## src/rtl/mem_port_arbiter_if.sv

```systemverilog
// Bundle of the fetch, load/store and byte-wide RAM signals seen by mem_port_arbiter.
interface mem_port_arbiter_if;
    // Instruction fetch port
    logic        if_req;
    logic [31:0] if_addr;
    logic        if_clear;
    logic        if_done;
    logic [31:0] if_rdata;
    // Load/store port
    logic        mem_req;
    logic        mem_rw;
    logic [31:0] mem_addr;
    logic [1:0]  mem_len;
    logic [31:0] mem_wdata;
    logic        mem_done;
    logic [31:0] mem_rdata;
    // Byte-wide RAM port
    logic [31:0] ram_a;
    logic [7:0]  ram_dout;
    logic        ram_wr;
    logic [7:0]  ram_din;

    // Arbiter side
    modport slave (
        input  if_req, if_addr, if_clear, mem_req, mem_rw, mem_addr, mem_len, mem_wdata,
               ram_din,
        output if_done, if_rdata, mem_done, mem_rdata, ram_a, ram_dout, ram_wr
    );

    // Requester / RAM side
    modport master (
        output if_req, if_addr, if_clear, mem_req, mem_rw, mem_addr, mem_len, mem_wdata,
               ram_din,
        input  if_done, if_rdata, mem_done, mem_rdata, ram_a, ram_dout, ram_wr
    );
endinterface

```

## src/rtl/mem_port_arbiter.sv

```systemverilog
// Arbitrates a fetch port and a load/store port onto a single byte-wide RAM.
// Transfers run one byte per cycle, little-endian; a one-cycle GAP follows every
// completed or aborted transaction.
module mem_port_arbiter (
    input  logic                clk,
    input  logic                rst,
    mem_port_arbiter_if.slave   bus
);

    typedef enum logic [2:0] {StIdle, StIfRd, StMemRd, StMemWr, StGap} state_e;

    state_e      state_q, state_d;
    logic [1:0]  cnt_q, cnt_d;          // index of the byte whose address is on ram_a
    logic [1:0]  nlast_q, nlast_d;      // index of the final byte (N-1)
    logic        last_mem_q, last_mem_d; // 1: previous grant went to the load/store port
    logic [31:0] wdata_q, wdata_d;
    logic [23:0] rbuf_q, rbuf_d;        // bytes 0..2 of a read; the final byte bypasses it
    logic        if_done_q, if_done_d;
    logic        mem_done_q, mem_done_d;
    logic [31:0] ram_a_q, ram_a_d;
    logic [7:0]  ram_dout_q, ram_dout_d;
    logic        ram_wr_q, ram_wr_d;

    logic        if_pend, grant_mem, grant_if, done_now;
    logic [1:0]  cnt_inc;
    logic [31:0] rd_word;

    // A cleared fetch is not eligible; MEM wins unless both wait and MEM went last
    assign if_pend   = bus.if_req & ~bus.if_clear;
    assign grant_mem = bus.mem_req & (~if_pend | ~last_mem_q);
    assign grant_if  = if_pend & ~grant_mem;
    assign done_now  = if_done_q | mem_done_q;
    assign cnt_inc   = cnt_q + 2'd1;

    // The final byte is still on ram_din during the done cycle, so merge it here
    assign rd_word = {8'h00, rbuf_q} | ({24'h000000, bus.ram_din} << {nlast_q, 3'b000});

    assign bus.if_done   = if_done_q;
    assign bus.mem_done  = mem_done_q;
    assign bus.if_rdata  = if_done_q  ? rd_word : 32'h0;
    assign bus.mem_rdata = mem_done_q ? rd_word : 32'h0;
    assign bus.ram_a     = ram_a_q;
    assign bus.ram_dout  = ram_dout_q;
    assign bus.ram_wr    = ram_wr_q;

    // Next-state, arbitration and byte sequencing
    always_comb begin
        state_d    = state_q;
        cnt_d      = cnt_q;
        nlast_d    = nlast_q;
        last_mem_d = last_mem_q;
        wdata_d    = wdata_q;
        rbuf_d     = rbuf_q;
        if_done_d  = 1'b0;
        mem_done_d = 1'b0;
        ram_a_d    = ram_a_q;
        ram_dout_d = ram_dout_q;
        ram_wr_d   = 1'b0;

        unique case (state_q)
            StIdle: begin
                if (grant_mem) begin
                    state_d    = bus.mem_rw ? StMemWr : StMemRd;
                    last_mem_d = 1'b1;
                    cnt_d      = 2'd0;
                    unique case (bus.mem_len)
                        2'b00:   nlast_d = 2'd0;
                        2'b01:   nlast_d = 2'd1;
                        default: nlast_d = 2'd3;
                    endcase
                    wdata_d    = bus.mem_wdata;
                    rbuf_d     = 24'h0;
                    ram_a_d    = bus.mem_addr;
                    ram_dout_d = bus.mem_wdata[7:0];
                    ram_wr_d   = bus.mem_rw;
                end else if (grant_if) begin
                    state_d    = StIfRd;
                    last_mem_d = 1'b0;
                    cnt_d      = 2'd0;
                    nlast_d    = 2'd3;
                    rbuf_d     = 24'h0;
                    ram_a_d    = bus.if_addr;
                end
            end
            StIfRd, StMemRd: begin
                if ((state_q == StIfRd && bus.if_clear) || done_now) begin
                    state_d = StGap;
                end else begin
                    // ram_din holds the byte addressed one cycle earlier
                    unique case (cnt_q)
                        2'd1:    rbuf_d[7:0]   = bus.ram_din;
                        2'd2:    rbuf_d[15:8]  = bus.ram_din;
                        2'd3:    rbuf_d[23:16] = bus.ram_din;
                        default: ;
                    endcase
                    if (cnt_q == nlast_q) begin
                        if_done_d  = (state_q == StIfRd);
                        mem_done_d = (state_q == StMemRd);
                    end else begin
                        cnt_d   = cnt_inc;
                        ram_a_d = ram_a_q + 32'd1;
                    end
                end
            end
            StMemWr: begin
                if (done_now) begin
                    state_d = StGap;
                end else if (cnt_q == nlast_q) begin
                    mem_done_d = 1'b1;
                end else begin
                    cnt_d      = cnt_inc;
                    ram_a_d    = ram_a_q + 32'd1;
                    ram_dout_d = wdata_q[{cnt_inc, 3'b000} +: 8];
                    ram_wr_d   = 1'b1;
                end
            end
            StGap: begin
                state_d = StIdle;
            end
            default: begin
                state_d = StIdle;
            end
        endcase
    end

    // State register with synchronous reset; reset also aborts any transfer
    always_ff @(posedge clk) begin
        if (rst) begin
            state_q    <= StIdle;
            cnt_q      <= 2'd0;
            nlast_q    <= 2'd0;
            last_mem_q <= 1'b0;
            wdata_q    <= 32'h0;
            rbuf_q     <= 24'h0;
            if_done_q  <= 1'b0;
            mem_done_q <= 1'b0;
            ram_a_q    <= 32'h0;
            ram_dout_q <= 8'h0;
            ram_wr_q   <= 1'b0;
        end else begin
            state_q    <= state_d;
            cnt_q      <= cnt_d;
            nlast_q    <= nlast_d;
            last_mem_q <= last_mem_d;
            wdata_q    <= wdata_d;
            rbuf_q     <= rbuf_d;
            if_done_q  <= if_done_d;
            mem_done_q <= mem_done_d;
            ram_a_q    <= ram_a_d;
            ram_dout_q <= ram_dout_d;
            ram_wr_q   <= ram_wr_d;
        end
    end

endmodule

```

## src/flat_wrapper.sv

```systemverilog
// flat-port wrapper written by rule: the top's interface ports become plain ports
module mem_port_arbiter_flat 
  (clk, rst, bus_if_req, bus_if_addr, bus_if_clear, bus_mem_req, bus_mem_rw, bus_mem_addr, bus_mem_len, bus_mem_wdata, bus_ram_din, bus_if_done, bus_if_rdata, bus_mem_done, bus_mem_rdata, bus_ram_a, bus_ram_dout, bus_ram_wr);
  mem_port_arbiter_if bus_i ();
  input  logic clk;
  input  logic rst;
  input wire logic [$bits(bus_i.if_req)-1:0] bus_if_req;
  input wire logic [$bits(bus_i.if_addr)-1:0] bus_if_addr;
  input wire logic [$bits(bus_i.if_clear)-1:0] bus_if_clear;
  input wire logic [$bits(bus_i.mem_req)-1:0] bus_mem_req;
  input wire logic [$bits(bus_i.mem_rw)-1:0] bus_mem_rw;
  input wire logic [$bits(bus_i.mem_addr)-1:0] bus_mem_addr;
  input wire logic [$bits(bus_i.mem_len)-1:0] bus_mem_len;
  input wire logic [$bits(bus_i.mem_wdata)-1:0] bus_mem_wdata;
  input wire logic [$bits(bus_i.ram_din)-1:0] bus_ram_din;
  output wire logic [$bits(bus_i.if_done)-1:0] bus_if_done;
  output wire logic [$bits(bus_i.if_rdata)-1:0] bus_if_rdata;
  output wire logic [$bits(bus_i.mem_done)-1:0] bus_mem_done;
  output wire logic [$bits(bus_i.mem_rdata)-1:0] bus_mem_rdata;
  output wire logic [$bits(bus_i.ram_a)-1:0] bus_ram_a;
  output wire logic [$bits(bus_i.ram_dout)-1:0] bus_ram_dout;
  output wire logic [$bits(bus_i.ram_wr)-1:0] bus_ram_wr;
  assign bus_i.if_req = bus_if_req;
  assign bus_i.if_addr = bus_if_addr;
  assign bus_i.if_clear = bus_if_clear;
  assign bus_i.mem_req = bus_mem_req;
  assign bus_i.mem_rw = bus_mem_rw;
  assign bus_i.mem_addr = bus_mem_addr;
  assign bus_i.mem_len = bus_mem_len;
  assign bus_i.mem_wdata = bus_mem_wdata;
  assign bus_i.ram_din = bus_ram_din;
  assign bus_if_done = bus_i.if_done;
  assign bus_if_rdata = bus_i.if_rdata;
  assign bus_mem_done = bus_i.mem_done;
  assign bus_mem_rdata = bus_i.mem_rdata;
  assign bus_ram_a = bus_i.ram_a;
  assign bus_ram_dout = bus_i.ram_dout;
  assign bus_ram_wr = bus_i.ram_wr;
  mem_port_arbiter u_core (.clk(clk), .rst(rst), .bus(bus_i));
endmodule
```

## config.mk

```make
export PLATFORM = sky130hd
export DESIGN_NAME = mem_port_arbiter_flat
export DESIGN_NICKNAME = d
export VERILOG_FILES = /design/src/rtl/mem_port_arbiter_if.sv /design/src/rtl/mem_port_arbiter.sv /design/src/flat_wrapper.sv
export SDC_FILE = /design/constraint.sdc
export NUM_CORES = 1
export LEC_CHECK = 0
export ABC_AREA = 1
export BUFFER_PORTS_ARGS = -buffer_cell sky130_fd_sc_hd__buf_2
export CORE_MARGIN = 2
export CORE_UTILIZATION = 47
export CTS_CLUSTER_DIAMETER = 50
export DETAILED_ROUTE_END_ITERATION = 8
export GPL_TIMING_DRIVEN = 0
export PLACE_DENSITY = 0.78
export REMOVE_ABC_BUFFERS = 1
export SLEW_MARGIN = 20
export SYNTH_ARGS = -nofsm -noshare
export SYNTH_HDL_FRONTEND = slang
export SYNTH_SLANG_ARGS = --single-unit
export TNS_END_PERCENT = 5
```

## constraint.sdc

```tcl
create_clock -name clk -period 1.9 [get_ports clk]
set_clock_uncertainty 0.2 [all_clocks]
set_input_delay 0.095 -clock clk [delete_from_list [all_inputs] [get_ports clk]]
set_output_delay 0.095 -clock clk [all_outputs]
set_load 0.05 [all_outputs]
```

==> results.cfg <==
[status]
outcome = finished, violations left
failed_checks = negative hold slack

[place]
placed_area_um2 = 7700
dp_slack_ns = -1.20
dp_hpwl_um = 13500
port_buffers = 218
dp_cells = 1464
gp_congestion = 0.883

[clocking]
clk_pin_slew_ns = 0.07
cts_max_level = 3
clock_tree.buffer_depth = 2
insertion_delay_ns = 0.35
cts_buffers = 9
root_buffer = clkbuf_16
cts_num_sinks = 107
cts_tree = built

[finish]
drive_gt1_frac = 0.243
fillers = 1158
final_cell_area_um2 = 9630
nNetsFinal = 1545
post-route-util = 0.696
stdcell_count = 1614
insertedDiodeCount = 0
areaGrowthSynthToFinish_pct = 45.2

[grt]
track_usage = 0.299
grt_pass1_wl_um = 36000
grt_max_degree = 80
antenna_found_initial = 0
grt_remaining_overflow = 0
grt_pass1_vias = 7442

[setup_path]
path_buf_inv = 3
crit_chain = inv_4 > nand2_1 > o21ai_0 > inv_1 > nor2_1 > buf_4
crit_type = register to output port
cp_data_required_time_ns = 1.60
cp_slowest_stage_delay_ns = 0.40
critPathLaunchType = register
worst_ep_arrival_time_ns = 1.58
r2r_slack_ns = 0.06
crit_path_top_delay_cell = dfxtp_4
end_kind = output port
cp_max_fo = 11
cpLargestDelayFamily = buffers and inverters

[timing]
timing.fmax_ghz = 0.533
min_period_ns = 1.88
finalHoldViolCount = 1
min_period_over_period = 0.988
setup_viol = 0
setup_slack_ns = 0.0232
tightest_slew_ns = 0.484
rsz0062_at_grt = true
setup_tns_ns = 0
relSlewSlack = 0.677
maxSlewViolCount = 0
hold_slack_ns = -0.00559

[route]
viasPerCell = 5.32
postRouteAntennaNets = 0
drc = 0
drt_iter0_drc = 804
wl_um = 24200
wl_per_cell_um = 15.0
vias = 8589
firstDrtPassIters = 5

[floorplan]
core-area_um2 = 13800
ios = 219
start_util = 0.480
dieHeight_um = 123
die_x_um = 123
num_rows = 43
die_area_um2 = 15100

[power]
p_per_area_nw_per_um2 = 1490
power.internal_mw = 6.79
ir_drop_mv = 0.915
p_seq_frac = 0.267
p_leak_nw = 4.50
p_sw_frac = 0.526
clkPwrFrac = 0.132
comb_power_share = 0.600
p_switching_mw = 7.53

[yosys]
ys_types = 36
syn_inst = 1120
synth_top_area_cell = dfxtp_1
synthTopCellsByArea = dfxtp_1, nor2_1, nand2_1
synth_top_area_share = 0.323
synth_area_um2 = 6630
ys_ff_latch = 107
ys_warn_count = 0
avgSynthCellArea_um2 = 5.92
ys_seq_area_frac = 0.323

[job]
cap_violations = 0

[hold_path]
hold_class = primary input to register
## power groups by stage
stage | Combinational [mW] | Sequential [mW] | Clock (mW)
floorplan | 4.09 | 4.84 | 0
global placement | 6.79 | 3.80 | 0
detailed placement | 6.92 | 3.81 | 0
CTS | 8.03 | 3.80 | 1.92
global route | 9.35 | 3.93 | 2.01
finish | 8.59 | 3.83 | 1.90
## through the flow
step | power [mW] | hold slack (ns)
final | 14.3 | -0.00559
after global routing | 15.3 | 0.0221
after floorplan | 8.93 | -0.0359
after CTS | 13.7 | 0.00149
after detailed placement | 10.7 | 0.126
after global placement | 10.6 | 0.118
## layout by cell type, fill, tap and decap left out, types with 4 or more instances in the layout
| master | n |
|---|---|
| a21oi_1 | 65 |
| a31oi_1 | 8 |
| buf_12 | 4 |
| buf_2 | 197 |
| buf_4 | 45 |
| buf_6 | 4 |
| clkbuf_16 | 9 |
| clkinvlp_4 | 7 |
| dfxtp_1 | 97 |
| dfxtp_2 | 4 |
| dfxtp_4 | 6 |
| dlygate4sd3_1 | 88 |
| inv_1 | 78 |
| inv_4 | 5 |
| inv_6 | 4 |
| inv_8 | 4 |
| nand2_1 | 208 |
| nand2_4 | 7 |
| nand3_1 | 62 |
| nand4_1 | 4 |
| nor2_1 | 317 |
| nor2_2 | 7 |
| nor2_4 | 15 |
| nor3_1 | 5 |
| o21ai_0 | 109 |
| o21ai_1 | 17 |
| o21bai_1 | 17 |
## Yosys cell counts
cell      count
a31oi_1       8
nor2_1      331
nand3_1      64
nand2_4       4
nand3b_1      1
xor2_1        1
or2_2         1
buf_6         4
and2_1        2
dfxtp_1     107
clkbuf_1     27
o21bai_1     17
a211oi_1      2
nor2_4        1
o21ai_0     116
nand4_1       4
nor3_1        6
nor2_2        2
clkinv_1      1
inv_1        83
nand2_1     212
ha_1          4
buf_2        18
o21ai_2       1
buf_4         6
nand3_2       3
nand3_4       1
a21oi_1      65
inv_4         2
o21ai_1      11
xnor2_2       1
nand2_2       4
a21oi_2       1
nor2_8        1
inv_2         7
o22ai_1       1
## path summary, 6_finish.rpt
kind,start,to,depth (start not counted)
min,bus_if_addr[31],u_core.bus.ram_a[31],5
max reg2reg,u_core.state_q[0],u_core.nlast_q[0],7
max,u_core.nlast_q[0],bus_mem_rdata[3],6
min reg2reg,u_core.wdata_q[31],u_core.wdata_q[31],2
## area by class of cell
type,count,area (µm²),area share
clock inverter,6,56.3,0.00585
timing repair inverter,5,36.3,0.00377
inverter,93,407,0.0422
timing repair buffer,342,2380,0.247
multi-input combinational,871,4120,0.427
clock buffer,10,239,0.0248
tap,180,225,0.0234
sequential,107,2170,0.225
## sequential cells by signal, indices dropped and copies added (netlist names)
register             flops
u_core.nlast_q           2
u_core.bus.ram_dout      8
u_core.wdata_q          32
u_core.last_mem_q        1
u_core.bus.mem_done      1
u_core.bus.ram_wr        1
u_core.bus.ram_a        32
u_core.bus.if_done       1
u_core.cnt_q             2
u_core.state_q           3
u_core.rbuf_q           24
## tightest hold or removal path: stages
cell and delay (ns):
buf_2 0.08, a21oi_1 0.03, nor2_1 0.11, nor3_1 0.06, a21oi_1 0.12
## layer usage
layer	track usage	wire (µm)
met1	0.365	9590
met2	0.519	11800
met3	0.0530	2040
met4	0.117	773
met5	0	0
## timing repair
action / 4_1_cts / 5_1_grt
buffers inserted: 20 / 15
setup endpoints to repair: 169 / 138
pin swaps: 9 / 12
hold buffers: 88 / 0
hold endpoints to repair: 92 / 0
resized for setup: 52 / 76
cloned: 10 / 1
## cell families (layout without fill, tap and decap cells)
family | after synthesis | after routing | share of synthesized area
AO/OA/AOI/OAI | 222 | 222 | 0.178
buffers and inverters | 148 | 456 | 0.0958
XOR/XNOR | 2 | 2 | 0.00377
AND/OR/NAND/NOR | 637 | 643 | 0.392
adder cells (fa/ha/maj) | 4 | 4 | 0.00755
flip-flops | 107 | 107 | 0.323
(Power assumes the default switching activity.)
